File: config.mk
export PLATFORM = sky130hd
export DESIGN_NAME = coin_acceptor
export DESIGN_NICKNAME = d
export VERILOG_FILES = /design/src/rtl/coin_pkg.sv /design/src/rtl/sync_2ff.sv /design/src/rtl/coin_acceptor.sv
export SDC_FILE = /design/constraint.sdc
export NUM_CORES = 1
export LEC_CHECK = 0
export ABC_AREA = 1
export CAP_MARGIN = 20
export CORE_UTILIZATION = 52
export CTS_CLUSTER_SIZE = 24
export DETAILED_ROUTE_END_ITERATION = 10
export PLACE_DENSITY = 0.74
export SYNTH_ARGS = -nofsm -noshare
export SYNTH_HDL_FRONTEND = slang
export SYNTH_SLANG_ARGS = --single-unit
File: constraint.sdc
create_clock -name clk -period 1.9 [get_ports clk]
set_clock_uncertainty 0.2 [all_clocks]
set_input_delay 0.57 -clock clk [delete_from_list [all_inputs] [get_ports clk]]
set_output_delay 0.57 -clock clk [all_outputs]
set_load 0.02 [all_outputs]
File: src/rtl/coin_pkg.sv
// Shared coin codes and acceptor state encoding; the vending FSM imports the
// same coin codes so both ends of the coin bus agree.
package coin_pkg;

  localparam logic [1:0] COIN_NONE = 2'b00;
  localparam logic [1:0] COIN_5    = 2'b01;
  localparam logic [1:0] COIN_10   = 2'b10;
  localparam logic [1:0] COIN_BOTH = 2'b11;

  typedef enum logic [1:0] {
    IDLE,
    QUAL,
    RELEASE,
    FAULT
  } state_t;

endpackage

File: src/rtl/sync_2ff.sv
// Two-flop synchroniser for asynchronous level inputs, cleared to zero on reset.
module sync_2ff #(
  parameter int WIDTH = 1
) (
  input  logic             clk,
  input  logic             rst_n,
  input  logic [WIDTH-1:0] d,
  output logic [WIDTH-1:0] q
);

  logic [WIDTH-1:0] meta;

  always_ff @(posedge clk or negedge rst_n) begin
    if (!rst_n) begin
      meta <= '0;
      q    <= '0;
    end else begin
      meta <= d;
      q    <= meta;
    end
  end

endmodule

File: src/rtl/coin_acceptor.sv
// Coin sensor front end: synchronise, debounce and qualify sensor levels into
// one-cycle coin/reject pulses for the vending FSM, with a sticky stuck flag.
//
// state   | meaning
// IDLE    | both sensors released, waiting for a non-zero pattern
// QUAL    | counting consecutive samples equal to the captured pattern
// RELEASE | pulse issued; waiting for a debounced release or a stuck sensor
// FAULT   | sensor stuck; sensors ignored until reset
module coin_acceptor
  import coin_pkg::*;
#(
  parameter int DEBOUNCE_CYCLES = 4,
  parameter int STUCK_CYCLES    = 64
) (
  input  logic       clk,
  input  logic       rst_n,
  input  logic       sense5,
  input  logic       sense10,
  input  logic       inhibit,
  output logic [1:0] coin,
  output logic       reject,
  output logic       fault
);

  localparam int CW = $clog2(STUCK_CYCLES + 1);
  localparam logic [CW-1:0] DEB_MAX   = CW'(DEBOUNCE_CYCLES);
  localparam logic [CW-1:0] STUCK_MAX = CW'(STUCK_CYCLES);

  logic [1:0]    p;
  state_t        state, state_nx;
  logic [1:0]    kind, kind_nx;
  logic [CW-1:0] cnt, cnt_nx;
  logic [CW-1:0] cnt_inc, run;
  logic          rel_hi, rel_hi_nx;
  logic [1:0]    coin_nx;
  logic          reject_nx, fault_nx;

  sync_2ff #(.WIDTH(2)) u_sync (
    .clk   (clk),
    .rst_n (rst_n),
    .d     ({sense10, sense5}),
    .q     (p)
  );

  assign cnt_inc = cnt + CW'(1);
  // Shared counter: keep counting while the level matches the last one, else restart at 1.
  assign run = ((p != COIN_NONE) == rel_hi) ? cnt_inc : CW'(1);

  always_ff @(posedge clk or negedge rst_n) begin
    if (!rst_n) begin
      state  <= IDLE;
      kind   <= COIN_NONE;
      cnt    <= '0;
      rel_hi <= 1'b1;
      coin   <= COIN_NONE;
      reject <= 1'b0;
      fault  <= 1'b0;
    end else begin
      state  <= state_nx;
      kind   <= kind_nx;
      cnt    <= cnt_nx;
      rel_hi <= rel_hi_nx;
      coin   <= coin_nx;
      reject <= reject_nx;
      fault  <= fault_nx;
    end
  end

  always_comb begin
    state_nx  = state;
    kind_nx   = kind;
    cnt_nx    = cnt;
    rel_hi_nx = rel_hi;
    coin_nx   = COIN_NONE;
    reject_nx = 1'b0;
    fault_nx  = fault;
    case (state)
      IDLE: begin
        if (p != COIN_NONE) begin
          kind_nx  = p;
          cnt_nx   = CW'(1);
          state_nx = QUAL;
        end
      end
      QUAL: begin
        if (p == kind) begin
          if (cnt_inc == DEB_MAX) begin
            if (inhibit || kind == COIN_BOTH) reject_nx = 1'b1;
            else                              coin_nx   = kind;
            state_nx  = RELEASE;
            cnt_nx    = '0;
            rel_hi_nx = 1'b1;
          end else begin
            cnt_nx = cnt_inc;
          end
        end else begin
          state_nx = IDLE;
          cnt_nx   = '0;
        end
      end
      RELEASE: begin
        if (p == COIN_NONE && run == DEB_MAX) begin
          state_nx = IDLE;
          cnt_nx   = '0;
        end else if (p != COIN_NONE && run == STUCK_MAX) begin
          state_nx = FAULT;
          fault_nx = 1'b1;
          cnt_nx   = '0;
        end else begin
          cnt_nx    = run;
          rel_hi_nx = (p != COIN_NONE);
        end
      end
      FAULT: begin
        fault_nx = 1'b1;
      end
      default: begin
        state_nx = IDLE;
        cnt_nx   = '0;
      end
    endcase
  end

endmodule

==> summary.md, run 1 <==
The tools report the residual antenna-violating net count after detailed routing as 0. The tools report the layout net count as 229. The worst setup path is launched from a register. The final worst setup slack was -16.6 ps. The number of different library cells used by synthesis comes to 24. The pin count of the biggest net entering global routing is 21. The synthesized instance count was 186; the count of vias placed by the detailed router was 1,335.

The insertion delay to the later sink of the worst-skew pair was 310 ps; the global-route usage over all layers was 27.8%. After layout, the minimum clock period comes to 1920 ps. In this run the core area contains 17 standard-cell rows.

The flow ran to the end, but the final reports show violations. The post-placement cell count is 235, and the non-filler instance count after layout is 245. For this block, the initial DRC count from the detailed router was 63. The remaining global-route overflow is 0.

The I/O pin count was 9; the setup violation total in the final timing report was 4. The total inserted antenna cells was 0; the detailed placement HPWL was 2.47 mm. The tree is rooted in a sky130_fd_sc_hd__clkbuf_4. The number of sinks on the clock net was 20.

The count of endpoints failing hold in the final timing report came out at 0. Registers take 503 sq um. The floorplan step set the die width to 52.4 um. The checks that failed: negative setup slack. The top cell types in the final layout, fill and taps aside, are sky130_fd_sc_hd__nand2_1, sky130_fd_sc_hd__inv_1, sky130_fd_sc_hd__nand3_1, sky130_fd_sc_hd__dfrtp_1, sky130_fd_sc_hd__buf_4. The commonest non-fill, non-tap cell in the layout is sky130_fd_sc_hd__nand2_1. The tools report the post-synthesis sequential area ratio as 38.0%. The logs give 0.861 nW for the leakage power and 2300 sq um for the placeable core area. In this run, synthesis produced a sequential element count of 20.

The worst setup path category is register to register. The number of nets in the synthesized netlist is 197. STA puts the critical path data required time at 1920 ps. Transition time at the pin with the least slew margin: 266 ps. Starting utilization of the core area: 57.5%.

Relative to the synthesized area, the layout overhead comes to 31.2%. The final worst-path cycle share works out to 101%. In the routed layout, each cell is associated on average with a via count of 5.45.

Measured against its own limit, the worst slew margin works out to 82.3%. The logs give 0 for the max-capacitance violation count and 1,271 for the via count of the first global-routing pass. The congestion estimate from routability-driven global placement came to 0.885. Summing internal, switching and leakage power gives 1.99 mW. Dividing the detail-routed wire length by the instance count gives 13.8 um.

Input and output buffers added on the ports amount to 8. The die footprint is 2750 sq um, and the total area of multi-input combinational cells is 800 sq um. The maximum clock frequency is 522 MHz, and the count of warnings emitted by yosys is 0.

TritonCTS built the clock tree. The level count of the clock H-tree is 1, and the share of final-layout standard cells stronger than drive strength 1 is 29.0%. The tools report the initial antenna violation count as 0. Clock-pin slew was measured on the worst setup and hold paths at 120 ps. The synthesized netlist occupies a cell area of 1320 sq um.

STA classifies the critical path endpoint as a register. The count of final max-slew check failures is 0. The run gives 0 as the number of remaining DRC errors. Hold timing on the final database bottoms out at a slack of 170 ps. The run gives 3.37 mm as the final wirelength. Measured along the y axis, the die boundary spans 52.4 um. Power per cell area: 1150 nW/um^2.

In this run the deepest clock path goes through 2 buffers. The path category of the worst min-delay check is register to register. The largest driver fanout on the critical path was 4; the wire length of the first global-routing pass was 5.49 mm. Before antenna repair, the detailed router went through 7 iterations. The tools report the maximum resistive drop on vdd as 0.798 mV.

A synthesized cell averages 7.10 sq um. Setup repair after global routing could not meet its margin everywhere. Buffers inserted during clock tree synthesis total 3. The filler cells instantiated in the layout total 185. At the worst endpoint, the arrival time is 1930 ps.
[layout make-up]
class	count	area share (%)
Inverter	27	5.85
Tap cell	28	2.02
Clock inverter	1	1.73
Clock buffer	3	1.30
Sequential cell	20	29.0
Timing Repair Buffer	28	13.9
Multi-Input combinational cell	138	46.1
[final timing paths]
| path | from | end | slack, ps | depth (start not counted) |
|---|---|---|---|---|
| min in group asynchronous | rst_n | cnt[3]$_DFFE_PN0P_ | 380 | 2 |
| setup reg to reg | cnt[0]$_DFFE_PN0P_ | cnt[2]$_DFFE_PN0P_ | -20 | 13 |
| hold reg to reg | u_sync.meta[0]$_DFF_PN0_ | u_sync.q[0]$_DFF_PN0_ | 170 | 0 |
| max in group asynchronous | rst_n | rel_hi$_DFFE_PN1P_ | 850 | 2 |
| hold / removal | u_sync.meta[0]$_DFF_PN0_ | u_sync.q[0]$_DFF_PN0_ | 170 | 0 |
| setup / recovery | cnt[0]$_DFFE_PN0P_ | cnt[2]$_DFFE_PN0P_ | -20 | 13 |
[where the power goes]
part           switching [mW]  internal, mW
combinational           0.590         0.427
clock                   0.147         0.213
sequential             0.0961         0.521
total                   0.832          1.16
[registers in the layout (all words and copies together), names as in the netlist, 2 cells and up]
register / count
cnt: 7
coin: 2
kind: 2
state: 2
u_sync.meta: 2
u_sync.q: 2
[worst max-delay path, stage by stage, from the launching register on]
cell                      delay (ps)
sky130_fd_sc_hd__dfrtp_1         420
sky130_fd_sc_hd__ha_4            170
sky130_fd_sc_hd__nand2_4          70
sky130_fd_sc_hd__nor2_4          170
sky130_fd_sc_hd__inv_2            70
sky130_fd_sc_hd__nand2_2          80
sky130_fd_sc_hd__inv_2            40
sky130_fd_sc_hd__nor2_4          110
sky130_fd_sc_hd__nand3_4         100
sky130_fd_sc_hd__buf_4           160
sky130_fd_sc_hd__nand3_1          60
sky130_fd_sc_hd__nand2_1          50
sky130_fd_sc_hd__nand2_1          60
sky130_fd_sc_hd__nand2_1          50
[logic make-up (layout without fill, tap and decap cells)]
family	Yosys count	after routing	share of synthesized area, %
xor gates and xnor gates	1	1	0.663
buffers and inverters	28	59	8.24
AOI/OAI and AO/OA	16	16	7.10
adders and majority gates	6	6	5.68
and+or+nand+nor	115	115	40.3
DFF	20	20	38.0
[cells in the mapped netlist, drive strengths merged]
cell	number	area share [%]
inv	27	7.7
nand3b	1	0.57
dfstp	1	2.0
nor3	1	0.38
nand2	67	20
nor3b	1	0.57
nor2	16	6.4
a21oi	3	2.0
nand4	4	1.9
ha	6	5.7
nand3	24	10
dfrtp	19	36
o21ai	11	4.2
xnor2	1	0.66
buf	1	0.57
or2	1	0.47
o22ai	2	0.95
[per-stage QoR]
step	setup TNS (ps)	worst slack [ps]	instance area (sq um)	util, %
final	-29.8	-16.6	1730	75.4
after global routing	-721	-156	1730	75.4
after CTS	0	0.839	1620	70.5
after detailed placement	-365	-127	1530	66.8
after global placement	-185	-76.1	1530	66.8
after floorplan	0	108	1320	-
[what timing repair did]
item,CTS,global route
setup endpoints to repair,9,11
resized for setup,11,26
setup buffers,3,3
hold buffers,0,0
pin swaps,7,14
[routing by layer]
layer  vias to the layer above  global-route usage [%]  part of all wire (%)
li1                        654                       -                     -
met1                       610                    35.5                    43
met2                        56                    47.0                    49
met3                        15                    4.06                   5.0
met4                         0                    10.5                   3.0
met5                         -                       0                     0
Power figures use the tool's default switching activity.
==> inputs of run 2 (changes only) <==
Settings changed: CORE_MARGIN from default to 10.
==> run 2 against run 1 <==
Critical path type unchanged. Worst hold slack lost 3.0 ps. The run still ends with negative setup slack left. Cell count grew 0.82%. First-iteration DRC count grew 97%. Via count grew 2.9%. Largest cell class unchanged. Sequential power is essentially flat. Combinational power grew 7%.
==> summary.md, run 2 (synthesized netlist as in run 1, its figures left out) <==
The run finished, with violations left. The checks that failed: negative setup slack. The count of vias placed by the detailed router was 1,374. The run gives 0 as the count of endpoints failing hold in the final timing report. In the routed design, unresolved DRC markers number 0. The level count of the clock H-tree was 1. The critical path starts at cnt[0]$_DFFE_PN0P_. Setup violations remaining at the end of the flow were counted as 4. The clock transition at the registers of the reported paths came out at 120 ps. TritonCTS built the clock tree.

The tools report the initial antenna violation count as 0. The power per cell area was 1150 nW/um^2. Leaving out fill and tap cells, the most frequent cell in the layout is sky130_fd_sc_hd__nand2_1. The required time reported for the critical path endpoint is 1910 ps. Startpoint of the most critical register-to-register path: cnt[0]$_DFFE_PN0P_. For this run the aggregate overflow at the end of global routing stands at 0.

The standard-cell row count is 18. The tools report the placeable core area as 2450 sq um. Overall power consumption after layout is estimated at 1.97 mW. At the pin with the least slew margin, the transition time is 269 ps. The via density per instance was 5.56. Final worst-path cycle share: 101%. The register with the most flip-flops was cnt. Wire length of the first global-routing pass: 5.68 mm. Signal routing reaches up to met4. Endpoint of the lowest-slack register-to-register path: state[1]$_DFFE_PN0P_. The register with the most flip-flops in the layout has 7 of them. The most critical setup path has its endpoint at state[1]$_DFFE_PN0P_. After detailed routing, the wire length on met1 is 1.46 mm.

For this block, the initial DRC count from the detailed router was 124. Dividing the detail-routed wire length by the instance count gives 14.7 um. The die is 70.4 um wide.

The wire-length estimate of the detail-placed layout is 2.64 mm. STA classifies the critical path endpoint as a register. For this design, the CTS-stage hold fixing added 0 buffers. The layout net count is 229, and the number of sinks on the clock net is 20. For this design the top-level I/O count stands at 9. The detail route stage leaves a number of antenna-violating nets equal to 0. In this run the static leakage power is 0.851 nW.

The critical path is of the register to register type. The quantity of I/O buffers inserted on ports was 8. Setup repair after global routing could not meet its margin everywhere. Routability congestion estimate: 0.962. For this run, the number of standard cells in the final layout without fillers is 247. The worst max-slew margin expressed relative to the limit was 82.1%; the global-route usage over all layers was 13.7%.

The run gives 803 sq um as the total area of multi-input combinational cells. The tools report the library cell used as clock root buffer as sky130_fd_sc_hd__clkbuf_4. The worst reg-to-reg setup slack was -10 ps; the die footprint was 4960 sq um. Derived from the worst setup path, the maximum achievable clock frequency is 523 MHz. Share of final-layout standard cells stronger than drive strength 1: 29.0%. The tightest min-delay check is of the register to register type.

No sink is reached through more buffers than the 2 on the longest clock path. The max-capacitance violation count was 0; the count of final max-slew check failures was 0. Summing all placed instances gives a cell area of 1540 sq um.

For this run, the detailed router's first-pass iteration total came to 4. The worst-case IR drop observed on VDD is 0.925 mV. Leaving out fill and tap cells, the most frequent cells in the layout are sky130_fd_sc_hd__nand2_1, sky130_fd_sc_hd__inv_1, sky130_fd_sc_hd__nand3_1, sky130_fd_sc_hd__dfrtp_1, sky130_fd_sc_hd__buf_4. The worst register-to-register path has a depth of 12. From bottom edge to top edge, the die measures 70.4 um.

The final worst setup slack came out at -12.8 ps. The via count of the first global-routing pass was 1,315; the insertion delay to the later sink of the worst-skew pair was 310 ps. The worst path in the final design needs a cycle of 1910 ps, including I/O delays and setup. Starting utilization of the core area: 53.8%. The run gives 3.63 mm as the final wirelength. The area growth from synthesis to final layout is 30.0%, and the met2 layer wire length in the routed design is 1.87 mm. The pin count of the biggest net entering global routing is 21, and the largest driver fanout on the critical path is 4.

Data arrives at the worst endpoint at 1920 ps. Buffers inserted during clock tree synthesis total 3. The area taken by flip-flops and latches is 503 sq um. The finished cells cover 1720 sq um. After detailed routing, the met3 layer carries 177 um of wire.

The post-placement cell count is 238. The repair_antennas step left the layout with diodes totalling 0. Counting the fill cells in the layout gives 204. STA classifies the critical path startpoint as a register.
run 2: layout make-up:
class	count	area share, %
repair buffers	28	13.8
flip-flops and latches	20	29.3
multi-input cells	138	46.8
clock buffers	4	2.11
inverters	27	5.90
well taps	30	2.18
run 2: worst min-delay path by stage:
stage / startpoint / to / slack, ps / cells after the start
after floorplan: rst_n / cnt[0]$_DFFE_PN0P_ / 70 / 0
after global placement: u_sync.meta[1]$_DFF_PN0_ / u_sync.q[1]$_DFF_PN0_ / 140 / 0
after detailed placement: u_sync.meta[0]$_DFF_PN0_ / u_sync.q[0]$_DFF_PN0_ / 140 / 0
after CTS: u_sync.meta[0]$_DFF_PN0_ / u_sync.q[0]$_DFF_PN0_ / 170 / 0
after global routing: u_sync.meta[0]$_DFF_PN0_ / u_sync.q[0]$_DFF_PN0_ / 170 / 0
final: u_sync.meta[0]$_DFF_PN0_ / u_sync.q[0]$_DFF_PN0_ / 170 / 0
run 2: repair_timing:
item                       CTS  global route
buffers inserted             4             1
gates resized for setup      9            30
pin swaps                    3             8
setup endpoints to repair    9             9
run 2: routing by layer:
layer,up-vias,global-route usage (%)
li1,650,-
met1,644,14.1
met2,65,26.6
met3,15,1.98
met4,0,5.26
met5,-,0
run 2: worst max-delay path: stages, from the launching register on:
cell,delay [ps]
sky130_fd_sc_hd__dfrtp_1,430
sky130_fd_sc_hd__ha_4,180
sky130_fd_sc_hd__nand2_4,80
sky130_fd_sc_hd__nor2_4,140
sky130_fd_sc_hd__inv_2,60
sky130_fd_sc_hd__nand2_2,80
sky130_fd_sc_hd__inv_2,40
sky130_fd_sc_hd__nor2_4,100
sky130_fd_sc_hd__nand3_4,100
sky130_fd_sc_hd__a21oi_4,200
sky130_fd_sc_hd__nand2_2,80
sky130_fd_sc_hd__nand2_1,50
sky130_fd_sc_hd__o21ai_1,50
run 2: power by group:
part / internal (mW) / switching, mW
clock network: 0.117 / 0.142
logic: 0.465 / 0.628
registers: 0.521 / 0.0954
total: 1.10 / 0.865
run 2: stage by stage:
stage | TNS (ps) | util, % | hold slack [ps] | setup WS (ps)
floorplan | 0 | - | 74.4 | 108
global placement | -182 | 62.9 | 136 | -61.7
detailed placement | -167 | 62.9 | 141 | -49.7
CTS | 0 | 66.0 | 168 | 4.33
global route | -779 | 70.0 | 173 | -152
finish | -36.4 | 70.0 | 167 | -12.8
